## src/rtl/matmul_loop_ctrl.sv

```systemverilog
// Loop-nest sequencer for the matrix-multiply datapath: walks i/j/k (k innermost) and emits one
// registered index/address beat per cycle, with addresses built incrementally from adders only.
module matmul_loop_ctrl #(
  parameter int AW = 8
) (
  input  logic            clk,
  input  logic            rst,
  input  logic            start,
  input  logic [AW-1:0]   dim_m,
  input  logic [AW-1:0]   dim_n,
  input  logic [AW-1:0]   dim_k,
  input  logic            stall,
  output logic            busy,
  output logic            valid,
  output logic [AW-1:0]   idx_i,
  output logic [AW-1:0]   idx_j,
  output logic [AW-1:0]   idx_k,
  output logic [2*AW-1:0] a_addr,
  output logic [2*AW-1:0] b_addr,
  output logic [2*AW-1:0] c_addr,
  output logic            acc_clr,
  output logic            acc_wr,
  output logic            done
);

  typedef enum logic [1:0] {S_IDLE, S_LOAD, S_RUN, S_DONE} state_e;

  localparam logic [AW-1:0]   ONE_N = {{(AW-1){1'b0}}, 1'b1};
  localparam logic [2*AW-1:0] ONE_W = {{(2*AW-1){1'b0}}, 1'b1};

  state_e          state_q, state_d;
  logic [AW-1:0]   dm_q, dm_d, dn_q, dn_d, dk_q, dk_d;
  logic [AW-1:0]   i_q, i_d, j_q, j_d, k_q, k_d;
  logic [2*AW-1:0] a_q, a_d, b_q, b_d, c_q, c_d;
  logic [2*AW-1:0] arow_q, arow_d;
  logic            busy_q, busy_d, valid_q, valid_d, done_q, done_d;
  logic            clr_q, clr_d, wr_q, wr_d;

  logic [2*AW-1:0] dn_w, dk_w;
  logic            k_last, j_last, i_last;

  assign dn_w   = {{AW{1'b0}}, dn_q};
  assign dk_w   = {{AW{1'b0}}, dk_q};
  assign k_last = (k_q == dk_q - ONE_N);
  assign j_last = (j_q == dn_q - ONE_N);
  assign i_last = (i_q == dm_q - ONE_N);

  always_comb begin
    state_d = state_q;
    dm_d    = dm_q;
    dn_d    = dn_q;
    dk_d    = dk_q;
    i_d     = i_q;
    j_d     = j_q;
    k_d     = k_q;
    a_d     = a_q;
    b_d     = b_q;
    c_d     = c_q;
    arow_d  = arow_q;
    busy_d  = busy_q;
    valid_d = valid_q;
    clr_d   = clr_q;
    wr_d    = wr_q;
    done_d  = 1'b0;
    case (state_q)
      S_IDLE: begin
        busy_d  = 1'b0;
        valid_d = 1'b0;
        clr_d   = 1'b0;
        wr_d    = 1'b0;
        if (start) begin
          dm_d    = dim_m;
          dn_d    = dim_n;
          dk_d    = dim_k;
          busy_d  = 1'b1;
          state_d = S_LOAD;
        end
      end
      S_LOAD: begin
        i_d    = '0;
        j_d    = '0;
        k_d    = '0;
        a_d    = '0;
        b_d    = '0;
        c_d    = '0;
        arow_d = '0;
        if (dm_q == '0 || dn_q == '0 || dk_q == '0) begin
          state_d = S_DONE;
          done_d  = 1'b1;
        end else begin
          state_d = S_RUN;
          valid_d = 1'b1;
          clr_d   = 1'b1;
          wr_d    = (dk_q == ONE_N);
        end
      end
      S_RUN: begin
        // A stalled beat keeps every register, so the consumer re-samples an identical beat.
        if (!stall) begin
          if (k_last && j_last && i_last) begin
            state_d = S_DONE;
            done_d  = 1'b1;
            valid_d = 1'b0;
            clr_d   = 1'b0;
            wr_d    = 1'b0;
          end else if (!k_last) begin
            k_d   = k_q + ONE_N;
            a_d   = a_q + ONE_W;
            b_d   = b_q + dn_w;
            clr_d = 1'b0;
            wr_d  = (k_q + ONE_N == dk_q - ONE_N);
          end else begin
            k_d   = '0;
            c_d   = c_q + ONE_W;
            clr_d = 1'b1;
            wr_d  = (dk_q == ONE_N);
            if (!j_last) begin
              j_d = j_q + ONE_N;
              a_d = arow_q;
              b_d = {{AW{1'b0}}, j_q + ONE_N};
            end else begin
              j_d    = '0;
              i_d    = i_q + ONE_N;
              arow_d = arow_q + dk_w;
              a_d    = arow_q + dk_w;
              b_d    = '0;
            end
          end
        end
      end
      S_DONE: begin
        state_d = S_IDLE;
        busy_d  = 1'b0;
        valid_d = 1'b0;
        clr_d   = 1'b0;
        wr_d    = 1'b0;
      end
      default: state_d = S_IDLE;
    endcase
  end

  always_ff @(posedge clk or negedge rst) begin
    if (!rst) begin
      state_q <= S_IDLE;
      dm_q    <= '0;
      dn_q    <= '0;
      dk_q    <= '0;
      i_q     <= '0;
      j_q     <= '0;
      k_q     <= '0;
      a_q     <= '0;
      b_q     <= '0;
      c_q     <= '0;
      arow_q  <= '0;
      busy_q  <= 1'b0;
      valid_q <= 1'b0;
      done_q  <= 1'b0;
      clr_q   <= 1'b0;
      wr_q    <= 1'b0;
    end else begin
      state_q <= state_d;
      dm_q    <= dm_d;
      dn_q    <= dn_d;
      dk_q    <= dk_d;
      i_q     <= i_d;
      j_q     <= j_d;
      k_q     <= k_d;
      a_q     <= a_d;
      b_q     <= b_d;
      c_q     <= c_d;
      arow_q  <= arow_d;
      busy_q  <= busy_d;
      valid_q <= valid_d;
      done_q  <= done_d;
      clr_q   <= clr_d;
      wr_q    <= wr_d;
    end
  end

  assign busy    = busy_q;
  assign valid   = valid_q;
  assign done    = done_q;
  assign idx_i   = i_q;
  assign idx_j   = j_q;
  assign idx_k   = k_q;
  assign a_addr  = a_q;
  assign b_addr  = b_q;
  assign c_addr  = c_q;
  assign acc_clr = clr_q;
  assign acc_wr  = wr_q;

endmodule

```

## config.mk

```make
export PLATFORM = sky130hd
export DESIGN_NAME = matmul_loop_ctrl
export DESIGN_NICKNAME = d
export VERILOG_FILES = /design/src/rtl/matmul_loop_ctrl.sv
export SDC_FILE = /design/constraint.sdc
export NUM_CORES = 1
export LEC_CHECK = 0
export CELL_PAD_IN_SITES_DETAIL_PLACEMENT = 0
export CELL_PAD_IN_SITES_GLOBAL_PLACEMENT = 1
export CORE_ASPECT_RATIO = 0.8
export CORE_MARGIN = 8
export CORE_UTILIZATION = 35
export CTS_BUF_LIST = sky130_fd_sc_hd__clkbuf_2 sky130_fd_sc_hd__clkbuf_4 sky130_fd_sc_hd__clkbuf_8
export DETAILED_ROUTE_END_ITERATION = 6
export PLACE_DENSITY_LB_ADDON = 0.1
export RECOVER_POWER = 100
export SLEW_MARGIN = 30
export SYNTH_ARGS = -nofsm -noshare
export SYNTH_HDL_FRONTEND = slang
export SYNTH_SLANG_ARGS = --single-unit
```

## constraint.sdc

```tcl
create_clock -name clk -period 5.2 [get_ports clk]
set_input_delay 0.52 -clock clk [delete_from_list [all_inputs] [get_ports clk]]
set_output_delay 0.52 -clock clk [all_outputs]
set_load 0.02 [all_outputs]
```

# == Word level (Yosys, flattened, before mapping) ==
# Index checks and enable logic that the tools add are counted.
# classes
n_addsub,10
eq_ne,15
muxes,56
reduce_logical,18
# op_table
operator,count
16-bit 2-to-1 mux,13
16-bit case mux with 2 select lines,4
8-bit 2-to-1 mux,12
8-bit case mux with 2 select lines,3
"16-bit by 1-bit adder with 16-bit output, second input constant",2
16-bit by 8-bit adder with 16-bit output,2
8-bit == test,4
"8-bit by 1-bit adder with 8-bit output, second input constant",3
8-bit logical NOT,3
"8-bit by 1-bit subtractor with 8-bit output, second input constant",3
1-bit 2-to-1 mux,15
"2-bit inequality test, second input constant",7
1-bit case mux with 3 select lines,3
3-bit AND reduction,3
"8-bit by 1-bit == test with 1-bit output, second input constant",1
2-bit case mux with 4 select lines,1
2-bit 2-to-1 mux,3
5-bit AND reduction,1
"2-bit == test, second input constant",2
1-bit case mux with 2 select lines,2
2-bit AND reduction,2
4-bit AND reduction,1
2-bit nonzero test,2
"2-bit by 1-bit == test with 1-bit output, second input constant",1
4 further kinds,6
# word_totals
ff_bits,119
output_inout_bits,77
elab_cells,115

# == Logic depth before layout (Yosys ltp) ==
# Gate-level depths: netlist of run 1.
# depth
ltp_word,7
mapped_depth,13

# == Worst setup path after synthesis of run 1 ==
# OpenSTA, ideal clock, no wires.
# synth_path
kind,register to register
from,reg dn_q[0]
to,"reg a_q[0], in the netlist a_addr[0]"
setup_time_ns,0.082
arrival_time_ns,2.925
setup_slack_ns,2.193
stages_incl_launch_ff,13
path_buffers,3
period_less_slack_ns,3.007
cell_sequence,dfrtp_1 > buf_2 > inv_1 > ha_1 > o21ai_0 > or4b_1 > a311o_1 > o311ai_4 > and2_4 > buf_2 > buf_2 > o22ai_1 > a31oi_1
# synth_via
elab_chain_cells,7
# synth_rtl
element,line_no,source
start: declaration,32,"logic [AW-1:0] dm_q, dm_d, dn_q, dn_d, dk_q, dk_d;"
start signal: assignment,163,dn_q <= dn_d;
8-bit by 1-bit subtractor with 8-bit output (*),45,assign j_last = (j_q == dn_q - ONE_N);
8-bit == test (*),45,
16-bit 2-to-1 mux,n/a,
16-bit 2-to-1 mux,106,end else if (!k_last) begin
16-bit 2-to-1 mux,100,if (k_last && j_last && i_last) begin
16-bit 2-to-1 mux,99,if (!stall) begin
16-bit case mux with 2 select lines,65,case (state_q)
end signal: assignment,151,a_q <= '0;
end signal: assignment,168,a_q <= a_d;
end: declaration,34,"logic [2*AW-1:0] a_q, a_d, b_q, b_d, c_q, c_d;"
# Mark *: on every way between the ends. The rest lies on a longest branch, timed or not. The select of a mux whose other input is x is not followed.
# A chain may end at the register's enable or synchronous reset.

# == Worst setup path after layout of run 1 ==
# layout_path
from,reg dk_q[0]
to,"reg j_q[3], in the netlist idx_j[3]"
# layout_via
elab_chain_cells,6
# layout_rtl
element,line_no,source
start: declaration,32,
start signal: assignment,164,dk_q <= dk_d;
8-bit by 1-bit subtractor with 8-bit output (*),44,assign k_last = (k_q == dk_q - ONE_N);
8-bit == test (*),44,
1-bit logical AND (2 in a row),100,
2-bit inequality test (no line),n/a,
4-bit AND reduction (no line) (*),n/a,
end signal: assignment,166,j_q <= j_d;
end: declaration,33,"logic [AW-1:0] i_q, i_d, j_q, j_d, k_q, k_d;"
# Mark *: on every way between the ends. The rest lies on a longest branch, timed or not.

==> flow_summary.yaml, run 1 <==
outcome:
  status: "complete, but fails checks"
  violations: "capacitance limit, slew limit"
cells_and_area:
  utilization_pct: 42.7
  nets: 1021
  drive_above_1_share_pct: 8.02
  multiInputGateArea_um2: 4620
  area_delta_synth_final_pct: 21.0
  n_fill_cell: 2262
  diodes: 0
  ff_latch_area_um2: 2980
  layout_common_cells: "119 x dfrtp_1, 88 x nand2_1, 78 x dlygate4sd3_1"
  postLayoutCellArea_um2: 9490
  layout_commonest_cell: "dfrtp_1"
critical_path:
  path_cells: "inv_1, ha_1, o21bai_1, a211o_1, a21boi_0, o211a_1, o311ai_4, nand2_1, clkbuf_1, nand3_1, o31ai_1"
  worst_ep_arrival_time_ns: 4.60
  crit_fanout: 18
  slowest_delay_ns: 0.69
  critPathKind: "reg2reg"
  start_kind: "register"
  critical_path.slowest_cell: "o211a_1"
  cp-end-kind: "register"
  required_ns: 5.54
timing:
  setup_tns_ns: 0
  setup_slack_ns: 0.936
  fin_crit_ns: 4.26
  maxSlewViolCount: 99
  hold_viol: 0
  setup_viol: 0
  worst_slew_margin_rel_pct: -52.2
  fin_crit_sh_pct: 82.0
  hold_slack_ns: 0.499
  worstMarginPinSlew_ns: 2.28
  skew_ns: 0.0127
  max_freq_ghz: 0.235
  rsz0062_at_grt: "no"
placed_design:
  dp_hpwl_um: 17600
  io_buffers: 104
  place_area_um2: 9170
  gp_congestion: 0.824
  pre_cts_ws_ns: 1.19
die:
  die_y_um: 150
  die-area_um2: 27500
  die_w_um: 183
  rows: 49
  ioPinCount: 105
  core_area_um2: 22300
  start_util_pct: 35.3
yosys:
  synth_fp_nets: 932
  yosysSeqAreaShare_pct: 37.9
  synth_area_per_cell_um2: 9.02
  ys.flop_type: "dfrtp_1"
  synth-edff-count: 0
  synth_seq_cells: 119
  netlist-cell-type-count: 71
  yosys_warnings: 0
  ys_async_sr_fraction_pct: 100
  synth_cells: 870
  netlist_area_um2: 7850
power_and_ir_drop:
  seq_power_share_pct: 33.3
  p_comb_share_pct: 49.7
  leakagePower_uw: 0.00411
  intPower_uw: 2480
  switching_share_pct: 46.2
  ir_drop_mv: 0.216
  p_switching_uw: 2140
  powerDensity_nw_per_um2: 487
  clockPowerShare_pct: 17.0
global_route:
  grt_pass1_wl_um: 38900
  grt_overflow: 0
  grt_pass1_vias: 6700
  grt_max_degree: 58
  antenna_found_initial: 0
  grt.total_usage_pct: 18.1
clock_network:
  insertion_delay_ns: 0.44
  cts_tree: "built"
  root_buffer: "clkbuf_8"
  cts_sinks: 119
  cts_buffers: 17
  clk_path_buf_depth: 2
  h-tree-depth: 4
  clkTransAtPathRegs_ns: 0.08
  cts_setup_buffers: 0
route:
  routed_wl_um: 24200
  dr_wl_met2_um: 10400
  num_vias: 6963
  drtIter0Drc: 404
  drtPass1Iterations: 6
  routedWlPerCell_um: 19.0
  via_per_inst: 5.45
  drc: 0
  wl_met1_um: 12000
  routed-wl-met3_um: 1590
  highest_layer: "met4"
  postRouteAntennaNets: 0
run:
  max-cap-violations: 2
worst_hold_path:
  min_path_type: "reg2reg"
sequential cells by signal (all words and copies together), names as in the netlist, 2 cells and up:
| signal | count |
|---|---|
| arow_q | 16 |
| idx_i | 8 |
| a_addr | 16 |
| b_addr | 16 |
| state_q | 2 |
| dk_q | 8 |
| idx_j | 8 |
| dm_q | 8 |
| c_addr | 16 |
| idx_k | 8 |
| dn_q | 8 |
worst paths after layout:
kind                            slack (ns)    start  depth (start not counted)    endpoint
worst max-delay path                  0.94  dk_q[0]                         11    idx_j[3]
worst min-delay path                  0.50     busy                          2        busy
worst max register to register        0.94  dk_q[0]                         11    idx_j[3]
worst min register to register        0.50     busy                          2        busy
max in group asynchronous             1.55      rst                          3  b_addr[13]
min in group asynchronous             0.89      rst                          2     dm_q[1]
cells in the mapped netlist (3+ instances only):
library cell	count	area, um^2
a211o_1	4	35.0
a211oi_1	3	22.5
a21boi_0	6	45.0
a21o_1	6	45.0
a21oi_1	45	225
a22o_1	8	70.1
a22oi_1	8	60.1
a31oi_1	7	43.8
and2_1	6	37.5
and3_1	23	144
and4_1	4	35.0
buf_2	11	55.1
clkbuf_1	32	120
dfrtp_1	119	2980
ha_1	32	400
inv_1	16	60.1
mux2_2	27	304
mux2i_1	3	30.0
nand2_1	88	330
nand2b_1	6	37.5
nand3_1	35	175
nand3b_1	7	52.6
nand4_1	15	93.8
nand4b_1	7	61.3
nor2_1	69	259
nor2b_1	8	50.1
nor3_1	15	75.1
nor4_1	6	37.5
o211ai_1	13	97.6
o21a_1	3	22.5
o21ai_0	72	360
o221ai_1	3	26.3
o22ai_1	3	18.8
o311ai_0	3	26.3
o31a_1	3	26.3
o31ai_1	13	97.6
o41ai_1	6	52.6
or2_2	3	18.8
or3_1	11	68.8
or4_1	13	97.6
xnor2_1	46	403
xor2_1	27	236
cells by family after synthesis:
kind of cell	share of synthesized area, %
mux	4.26
xor+xnor	8.72
buf+inv	3.09
flops	37.9
fa+ha+maj	5.61
compound gates	19.2
simple gates	21.2
critical path, delay by kind of cell, from the launching register on:
kind                       cells  cell delay (ns)
buffers and inverters          2             0.39
AOI/OAI and AO/OA              6             2.18
and+or+nand+nor                2             0.74
DFF                            1             0.51
adders and majority gates      1             0.33
power by group through the flow:
stage | Combinational, uW | Sequential, uW | Clock [uW]
floorplan | 1650 | 1490 | 0
global placement | 2350 | 1560 | 0
detailed placement | 2340 | 1560 | 0
CTS | 2350 | 1550 | 816
global route | 2580 | 1590 | 853
finish | 2300 | 1540 | 785
final cells by class:
cell class                 count  area share [%]
clock buffer                  18            2.54
inverter                      16           0.633
sequential                   119            31.4
tap                          306            4.03
timing repair buffer         115            11.6
clock inverter                14            1.16
multi-input combinational    690            48.6
metal layers:
metal	up-vias	GRT usage, %
met3	20	5.00
met1	3390	25.5
met2	177	26.5
met5	-	0
li1	3376	-
met4	0	4.95
through the flow:
step | total power [uW] | cells
after floorplan | 3150 | 870
after global placement | 3920 | 1245
after detailed placement | 3900 | 1245
after CTS | 4720 | 1278
after global routing | 5020 | 1278
final | 4620 | 1278
timing repair:
item	4_1_cts	5_1_grt
setup endpoints to repair	0	0
endpoints found under the hold margin	22	0
hold buffers	1	0
resized for setup	0	0
No activity file was read; power rests on OpenSTA's default activity.
==> run 2: changes to the inputs <==
==> constraint.sdc (replaced) <==
create_clock -name clk -period 3.42 [get_ports clk]
set_input_delay 0.342 -clock clk [delete_from_list [all_inputs] [get_ports clk]]
set_output_delay 0.342 -clock clk [all_outputs]
set_load 0.02 [all_outputs]
==> flow_summary.yaml, run 2 (synthesized netlist as in run 1, its figures left out) <==
timing:
  hold_slack_ns: 0.285
  worstMarginPinSlew_ns: 1.61
  skew_ns: 0.0195
  setup_tns_ns: 0
  setup_viol: 0
  worst_slew_margin_rel_pct: -7.33
  hold_viol: 0
  setup_slack_ns: 0.184
  fin_crit_sh_pct: 94.6
  maxSlewViolCount: 84
  max_freq_ghz: 0.309
  rsz0062_at_grt: "no"
  fin_crit_ns: 3.24
critical_path:
  path_cells: "inv_1, ha_1, o21ai_0, or4b_1, a311o_1, o311ai_4, buf_4, and2_4, buf_12, o22ai_1, a31oi_1"
  r2r_setup_slack_ns: 0.18
  crit_fanout: 32
  worst_ep_arrival_time_ns: 3.60
  crit_family: "compound AO/OA/AOI/OAI gates"
  critical_path.slowest_cell: "or4b_1"
  crit_buf_inv: 3
  ff2ff_path_depth: 11
  slowest_delay_ns: 0.49
  r2r-start: "dn_q[0]"
  cp-end-kind: "register"
  start_kind: "register"
  critPathKind: "reg2reg"
  required_ns: 3.79
  rr_endpoint: "a_addr[0]"
power_and_ir_drop:
  switching_share_pct: 45.1
  intPower_uw: 4120
  clockPowerShare_pct: 18.5
  p_switching_uw: 3380
  ir_drop_mv: 0.275
  leakagePower_uw: 0.00429
  p_comb_share_pct: 51.9
  powerDensity_nw_per_um2: 761
  seq_power_share_pct: 29.6
global_route:
  grt_max_degree: 59
  met3_usage_pct: 4.05
  grt.total_usage_pct: 18.5
  met2_usage_pct: 26.3
  grt_overflow: 0
  antenna_found_initial: 0
  top_usage_layer: "met1"
  grt_pass1_wl_um: 39800
  grt_util_met1_pct: 27.8
  grt_pass1_vias: 6662
placed_design:
  pre_cts_ws_ns: 0.0119
  dpl.cell_count: 1280
  place_area_um2: 9440
  io_buffers: 104
  gp_congestion: 0.848
  dp_hpwl_um: 18200
outcome:
  status: "complete, but fails checks"
  violations: "capacitance limit, slew limit"
die:
  die_w_um: 183
  ioPinCount: 105
  die-area_um2: 27500
  die_y_um: 150
  start_util_pct: 35.3
  rows: 49
  core_area_um2: 22300
cells_and_area:
  nets: 1058
  ff_latch_area_um2: 2980
  area_delta_synth_final_pct: 25.6
  n_fill_cell: 2218
  postLayoutCellArea_um2: 9860
  drive_above_1_share_pct: 11.6
  multiInputGateArea_um2: 4640
  layout_commonest_cell: "dfrtp_1"
  final_cells: 1314
  layout_common_cells: "119 x dfrtp_1, 88 x nand2_1, 77 x dlygate4sd3_1"
  diodes: 0
route:
  drtIter0Drc: 491
  drc: 0
  routedWlPerCell_um: 19.1
  num_vias: 7061
  drtPass1Iterations: 4
  routed_wl_um: 25100
  via_per_inst: 5.37
  postRouteAntennaNets: 0
clock_network:
  cts_sinks: 119
  cts_buffers: 17
  cts-hold-fix-buffers: 0
  root_buffer: "clkbuf_8"
  insertion_delay_ns: 0.45
  clkTransAtPathRegs_ns: 0.08
  cts_tree: "built"
  h-tree-depth: 4
  clk_path_buf_depth: 2
worst_hold_path:
  min_path_type: "in2async"
run:
  max-cap-violations: 2
run 2: cell types whose count changed in the layout (fill, tap and decap cells not counted), moves of 2 or more:
| cell | previous run | this run |
|---|---|---|
| buf_4 | 6 | 39 |
| clkinv_2 | 8 | 1 |
| a2111oi_0 | 2 | 0 |
| bufinv_16 | 1 | 3 |
| clkbuf_1 | 4 | 6 |
| clkinvlp_4 | 3 | 5 |
| inv_6 | 1 | 3 |
run 2: cell type report:
| cell class | instances | share of cell area (%) |
|---|---|---|
| Multi-Input combinational cell | 690 | 47.1 |
| Sequential cell | 119 | 30.2 |
| Inverter | 16 | 0.609 |
| Clock buffer | 17 | 2.37 |
| Timing Repair Buffer | 152 | 14.0 |
| Clock inverter | 14 | 1.79 |
| Tap cell | 306 | 3.88 |
run 2: per-stage QoR:
step                      util [%]  power, uW
final                         44.3       7500
after global routing          44.3       8080
after CTS                     44.3       7590
after detailed placement      42.4       6160
after global placement        42.4       6190
after floorplan                  -       4780
run 2: worst register-to-register path, stage by stage (launching register included):
cell	delay (ns)
dfrtp_1	0.36
inv_1	0.06
ha_1	0.28
o21ai_0	0.18
or4b_1	0.49
a311o_1	0.46
o311ai_4	0.40
buf_4	0.21
and2_4	0.22
buf_12	0.21
o22ai_1	0.13
a31oi_1	0.15
run 2: repair_timing:
action                     in CTS  in global routing
setup endpoints to repair       0                 42
buffers inserted                0                  3
gates resized for setup         0                  2
run 2: power by group through the flow:
stage               Sequential (uW)  Combinational, uW  Clock, uW
CTS                            2230               3930       1420
floorplan                      2270               2510          0
finish                         2220               3890       1390
detailed placement             2260               3910          0
global route                   2290               4310       1490
global placement               2260               3930          0
run 2: routing by layer:
metal	vias to the layer above	routed length (um)
li1	3442	-
met1	3462	13300
met2	145	10300
met3	12	1210
met4	0	189
met5	-	0
run 2: how the worst max path moves through the flow:
stage | slack [ns] | startpoint | end | cells past startpoint
final | 0.18 | dn_q[0] | a_addr[0] | 11
after floorplan | 0.41 | dn_q[0] | a_addr[0] | 12
after CTS | 0.008 | dm_q[0] | b_addr[14] | 10
after detailed placement | 0.01 | dm_q[0] | b_addr[12] | 10
after global routing | 0.0002 | dn_q[0] | arow_q[13] | 10
after global placement | 0.11 | dm_q[0] | b_addr[14] | 10
